<file path="src/rtl/sdram_port_arbiter.sv">
// sdram_port_arbiter: two requesters, one-entry buffers, sdram port 0 master.
// Define SDRAM_ARB_ROUND_ROBIN_EN for round-robin; default is fixed r0 priority.
module sdram_port_arbiter #(
    parameter int ADDR_WIDTH = 21,
    parameter int DATA_WIDTH = 32,
    parameter int BE_WIDTH   = DATA_WIDTH / 8
) (
    input  logic                  clk,
    input  logic                  reset_n,
    input  logic                  init_complete,

    input  logic [ADDR_WIDTH-1:0] r0_addr,
    input  logic [DATA_WIDTH-1:0] r0_data,
    input  logic [BE_WIDTH-1:0]   r0_byte_en,
    input  logic                  r0_wr_req,
    input  logic                  r0_rd_req,
    output logic                  r0_busy,
    output logic                  r0_ack,
    output logic [DATA_WIDTH-1:0] r0_q,

    input  logic [ADDR_WIDTH-1:0] r1_addr,
    input  logic [DATA_WIDTH-1:0] r1_data,
    input  logic [BE_WIDTH-1:0]   r1_byte_en,
    input  logic                  r1_wr_req,
    input  logic                  r1_rd_req,
    output logic                  r1_busy,
    output logic                  r1_ack,
    output logic [DATA_WIDTH-1:0] r1_q,

    output logic [ADDR_WIDTH-1:0] p0_addr,
    output logic [DATA_WIDTH-1:0] p0_data,
    output logic [BE_WIDTH-1:0]   p0_byte_en,
    output logic                  p0_wr_req,
    output logic                  p0_rd_req,
    input  logic [DATA_WIDTH-1:0] p0_q,
    input  logic                  p0_ready
);

    typedef enum logic [1:0] {
        ST_IDLE      = 2'd0,
        ST_ISSUE     = 2'd1,
        ST_WAIT_DONE = 2'd2
    } state_t;

    state_t state_q, state_d;

    logic [1:0] pend_q, pend_d;
    logic [1:0] op_wr_q, op_wr_d;
    logic [1:0] ack_q, ack_d;
    logic       owner_q, owner_d;

    logic [ADDR_WIDTH-1:0] buf_addr_q [2];
    logic [ADDR_WIDTH-1:0] buf_addr_d [2];
    logic [DATA_WIDTH-1:0] buf_data_q [2];
    logic [DATA_WIDTH-1:0] buf_data_d [2];
    logic [BE_WIDTH-1:0]   buf_be_q   [2];
    logic [BE_WIDTH-1:0]   buf_be_d   [2];
    logic [DATA_WIDTH-1:0] rq_q       [2];
    logic [DATA_WIDTH-1:0] rq_d       [2];

    logic [ADDR_WIDTH-1:0] p0_addr_q, p0_addr_d;
    logic [DATA_WIDTH-1:0] p0_data_q, p0_data_d;
    logic [BE_WIDTH-1:0]   p0_be_q, p0_be_d;
    logic                  p0_wr_q, p0_wr_d;
    logic                  p0_rd_q, p0_rd_d;

    logic [1:0]            req_wr;
    logic [1:0]            req_rd;
    logic [ADDR_WIDTH-1:0] req_addr [2];
    logic [DATA_WIDTH-1:0] req_data [2];
    logic [BE_WIDTH-1:0]   req_be   [2];
    logic                  win;

    assign req_wr      = {r1_wr_req, r0_wr_req};
    assign req_rd      = {r1_rd_req, r0_rd_req};
    assign req_addr[0] = r0_addr;
    assign req_addr[1] = r1_addr;
    assign req_data[0] = r0_data;
    assign req_data[1] = r1_data;
    assign req_be[0]   = r0_byte_en;
    assign req_be[1]   = r1_byte_en;

`ifdef SDRAM_ARB_ROUND_ROBIN_EN
    logic rr_ptr_q, rr_ptr_d;

    // r1 wins when alone, or when both wait and the pointer favours it
    assign win = pend_q[1] & (~pend_q[0] | rr_ptr_q);
`else
    assign win = pend_q[1] & ~pend_q[0];
`endif

    always_comb begin
        state_d    = state_q;
        pend_d     = pend_q;
        op_wr_d    = op_wr_q;
        owner_d    = owner_q;
        ack_d      = 2'b00;
        buf_addr_d = buf_addr_q;
        buf_data_d = buf_data_q;
        buf_be_d   = buf_be_q;
        rq_d       = rq_q;
        p0_addr_d  = p0_addr_q;
        p0_data_d  = p0_data_q;
        p0_be_d    = p0_be_q;
        p0_wr_d    = p0_wr_q;
        p0_rd_d    = p0_rd_q;
`ifdef SDRAM_ARB_ROUND_ROBIN_EN
        rr_ptr_d   = rr_ptr_q;
`endif

        // a busy requester cannot be captured, so this never races a completion
        for (int n = 0; n < 2; n++) begin
            if ((req_wr[n] || req_rd[n]) && !pend_q[n]) begin
                pend_d[n]     = 1'b1;
                op_wr_d[n]    = req_wr[n];
                buf_addr_d[n] = req_addr[n];
                buf_data_d[n] = req_data[n];
                buf_be_d[n]   = req_be[n];
            end
        end

        unique case (state_q)
            ST_IDLE: begin
                if (init_complete && (pend_q != 2'b00)) begin
                    owner_d   = win;
                    p0_addr_d = buf_addr_q[win];
                    p0_data_d = buf_data_q[win];
                    p0_be_d   = buf_be_q[win];
                    p0_wr_d   = op_wr_q[win];
                    p0_rd_d   = ~op_wr_q[win];
                    state_d   = ST_ISSUE;
`ifdef SDRAM_ARB_ROUND_ROBIN_EN
                    rr_ptr_d  = ~win;
`endif
                end
            end
            ST_ISSUE: begin
                if (!p0_ready) begin
                    p0_wr_d = 1'b0;
                    p0_rd_d = 1'b0;
                    state_d = ST_WAIT_DONE;
                end
            end
            ST_WAIT_DONE: begin
                if (p0_ready) begin
                    ack_d[owner_q]  = 1'b1;
                    pend_d[owner_q] = 1'b0;
                    if (!op_wr_q[owner_q]) begin
                        rq_d[owner_q] = p0_q;
                    end
                    state_d = ST_IDLE;
                end
            end
            default: state_d = ST_IDLE;
        endcase
    end

    always_ff @(posedge clk or negedge reset_n) begin
        if (!reset_n) begin
            state_q    <= ST_IDLE;
            pend_q     <= 2'b00;
            op_wr_q    <= 2'b00;
            owner_q    <= 1'b0;
            ack_q      <= 2'b00;
            buf_addr_q <= '{default: '0};
            buf_data_q <= '{default: '0};
            buf_be_q   <= '{default: '0};
            rq_q       <= '{default: '0};
            p0_addr_q  <= '0;
            p0_data_q  <= '0;
            p0_be_q    <= '0;
            p0_wr_q    <= 1'b0;
            p0_rd_q    <= 1'b0;
`ifdef SDRAM_ARB_ROUND_ROBIN_EN
            rr_ptr_q   <= 1'b0;
`endif
        end else begin
            state_q    <= state_d;
            pend_q     <= pend_d;
            op_wr_q    <= op_wr_d;
            owner_q    <= owner_d;
            ack_q      <= ack_d;
            buf_addr_q <= buf_addr_d;
            buf_data_q <= buf_data_d;
            buf_be_q   <= buf_be_d;
            rq_q       <= rq_d;
            p0_addr_q  <= p0_addr_d;
            p0_data_q  <= p0_data_d;
            p0_be_q    <= p0_be_d;
            p0_wr_q    <= p0_wr_d;
            p0_rd_q    <= p0_rd_d;
`ifdef SDRAM_ARB_ROUND_ROBIN_EN
            rr_ptr_q   <= rr_ptr_d;
`endif
        end
    end

    assign r0_busy    = pend_q[0];
    assign r1_busy    = pend_q[1];
    assign r0_ack     = ack_q[0];
    assign r1_ack     = ack_q[1];
    assign r0_q       = rq_q[0];
    assign r1_q       = rq_q[1];
    assign p0_addr    = p0_addr_q;
    assign p0_data    = p0_data_q;
    assign p0_byte_en = p0_be_q;
    assign p0_wr_req  = p0_wr_q;
    assign p0_rd_req  = p0_rd_q;

endmodule

</file>
<file path="config.mk">
export PLATFORM = sky130hd
export DESIGN_NAME = sdram_port_arbiter
export DESIGN_NICKNAME = d
export VERILOG_FILES = /design/src/rtl/sdram_port_arbiter.sv
export SDC_FILE = /design/constraint.sdc
export NUM_CORES = 1
export LEC_CHECK = 0
export ABC_CLOCK_PERIOD_IN_PS = 1700
export BUFFER_PORTS_ARGS = -buffer_cell sky130_fd_sc_hd__buf_2
export CAP_MARGIN = 20
export CORE_MARGIN = 2
export CORE_UTILIZATION = 31
export DETAILED_ROUTE_END_ITERATION = 10
export SLEW_MARGIN = 25
export SYNTH_ARGS = -nofsm -noshare
export SYNTH_HDL_FRONTEND = slang
export SYNTH_SLANG_ARGS = --single-unit
</file>
<file path="constraint.sdc">
create_clock -name clk -period 1.7 [get_ports clk]
set_input_delay 0.17 -clock clk [delete_from_list [all_inputs] [get_ports clk]]
set_output_delay 0.17 -clock clk [all_outputs]
set_load 0.1 [all_outputs]
</file>
==> impl_metrics.env <==
export IMPL_grt_pass1_wl_um=39490
export IMPL_grt_overflow=0
export IMPL_holdWs_ps=126.2
export IMPL_finalHoldViolations=0
export IMPL_yosysUniqueCellTypes=22
export IMPL_finClkSkew_ps=11.85
export IMPL_max_slew_margin_pct=64.40
export IMPL_violations="setup timing"
export IMPL_critical_path_required_ps=2120
export IMPL_status="finished with violations"
export IMPL_routed_wirelength_um=25590
export IMPL_maxCapViolCount=0
export IMPL_dr_pass1_iters=4
export IMPL_drtIter0Drc=194
export IMPL_num_antenna_cells=0
export IMPL_die_area_sq_um=33610
export IMPL_portBuffers=280
export IMPL_grt_use_total_pct=14.76
export IMPL_ant_nets=0
export IMPL_globalplace_congestion=0.7189
export IMPL_numCtsBuffers=28
export IMPL_min_delay_path_class="primary input to asynchronous set/reset pin"
export IMPL_dpl_cell_area_sq_um=12090
export IMPL_wire_per_inst_um=17.11
export IMPL_io_pins=281
export IMPL_rsz0062_at_grt="true"
export IMPL_start_util_pct=31.51
export IMPL_fin_area_sq_um=14980
export IMPL_end_kind="flop"
export IMPL_seq_area_frac_synth_pct=61.75
export IMPL_dp_hpwl_um=15900
export IMPL_clock_latency_ps=540
export IMPL_grt_max_degree=59
export IMPL_setup_violations=11
export IMPL_die_x_um=183.3
export IMPL_htreeDepth=1
export IMPL_layout_min_cycle_time_ps=1715
export IMPL_synthToLayoutAreaGrowth_pct=50.28
export IMPL_synth_cells=597
export IMPL_core_area_sq_um=31640
export IMPL_grt_pass1_vias=7282
export IMPL_max_freq_mhz=583.2
export IMPL_ys_ff_latch=246
export IMPL_num_vias=6679
export IMPL_slew_violations=0
export IMPL_syn_avg_cell_area_sq_um=16.70
export IMPL_critPathLaunchType="flop"
export IMPL_nNetsFinal=1225
export IMPL_setup_ws_ps=-14.63
export IMPL_drive_gt1_share_pct=61.02
export IMPL_crit_fanout=34
export IMPL_via_per_inst=4.468
export IMPL_fin_crit_sh_pct=100.9
export IMPL_critPathKind="flop to flop"
export IMPL_tightest_slew_ps=537.6
export IMPL_cp_data_arrival_time_ps=2140
export IMPL_clk_transition_reported_paths_ps=60
export IMPL_die_y_um=183.3
export IMPL_antenna_found_initial=1
export IMPL_clock_path_buffers=3
export IMPL_ys_warn_count=0
export IMPL_drc=0
export IMPL_fp_row_count=65
export IMPL_cts_tree="built"
export IMPL_syn_num_nets=751
export IMPL_synth_area_sq_um=9970
export IMPL_clockRootBuffer="clkbuf_16"
export IMPL_clock_sinks=246
-- flip-flops by register name, indices dropped and copies added, names as in the netlist, 2 cells and up --
name        cells
buf_data_q     64
buf_addr_q     42
p0_data        32
r0_q           32
r1_q           32
p0_addr        21
buf_be_q        8
p0_byte_en      4
ack_q           2
op_wr_q         2
pend_q          2
state_q         2
-- metal layers --
metal,share of wire (%),global-route usage [%],up-vias
met4,2.6,4.192,2
met1,42,18.22,3347
li1,-,-,3089
met2,48,25.12,200
met5,0.035,0,-
met3,6.9,4.309,41
-- worst max-delay path, stage by stage, from the launching register on --
cell,delay [ps]
dfrtp_4,500
nor2b_4,180
buf_12,260
mux2_2,370
mux2_2,270
-- cell usage in the layout, fill, tap and decap left out, types with 3 or more instances in the layout --
cell type and instances:
clkbuf_16 33, buf_12 20, mux2_2 236, clkinv_2 4
buf_4 12, mux2_4 57, nor2_1 3, clkbuf_8 4
buf_2 278, clkbuf_1 10, mux2_1 3, dlygate4sd3_1 154
buf_6 6, dfrtp_1 243
-- synthesized netlist by cell type, drive strengths merged --
cell type	instances	area, sq um
a21oi	1	5.000
and4bb	1	16.27
buf	31	237.7
clkbuf	1	5.000
dfrtp	246	6156
inv	2	7.510
mux2	296	3397
mux2i	2	20.02
nand2b	2	12.51
nand4b	1	8.760
nor2	4	15.01
nor2b	2	20.02
nor3	2	10.01
nor4b	1	23.77
o21a	1	7.510
o21ai	1	5.000
o21bai	3	22.52
-- final timing paths --
path	start	end	slack, ps	cells past startpoint
max	pend_q[0]	p0_addr[0]	-10	4
max in group asynchronous	reset_n	r0_q[22]	950	3
min in group clk	init_complete	owner_q	360	5
min reg2reg	r0_q[6]	r0_q[6]	480	1
min	reset_n	r0_q[7]	130	2
max reg2reg	pend_q[0]	p0_addr[0]	-10	4
-- logic make-up (layout without fill, tap and decap cells) --
logic type,Yosys count,count (layout),synth area share (%)
AO/OA/AOI/OAI,6,6,0.4015
AND/OR/NAND/NOR,13,13,1.067
multiplexers,298,298,34.27
flip-flops,246,246,61.75
buffers and inverters,34,530,2.510
-- timing repair --
item                                    4_1_cts  5_1_grt
setup buffers                                 3        9
resized for setup                             6       46
endpoints found under the hold margin       431        0
endpoints found under the setup margin       34       89
hold buffers                                154        0
cloned                                        1        4
pin swaps                                     1        1
-- through the flow --
step                      setup WS, ps  util, %  std cells  setup TNS (ps)
after floorplan                 -165.2        -        597           -9253
after global placement          -10.52    38.20       1272          -16.39
after detailed placement        -27.39    38.20       1272          -58.41
after CTS                       -32.82    46.27       1482          -433.3
after global routing            -65.64    47.36       1495           -2604
final                           -14.63    47.36       1495          -49.84
-- layout make-up --
cell class	instances	area, sq um
Multi-Input combinational cell	317	3751
Timing Repair Buffer	476	3633
Inverter	2	7.507
Fill cell	2766	16650
Clock inverter	9	103.9
Clock buffer	43	818.3
Sequential cell	246	6165
Tap cell	402	503.0
Power is not shown: default switching activity piles up to over one toggle a cycle in this logic, so the estimate is an artifact.
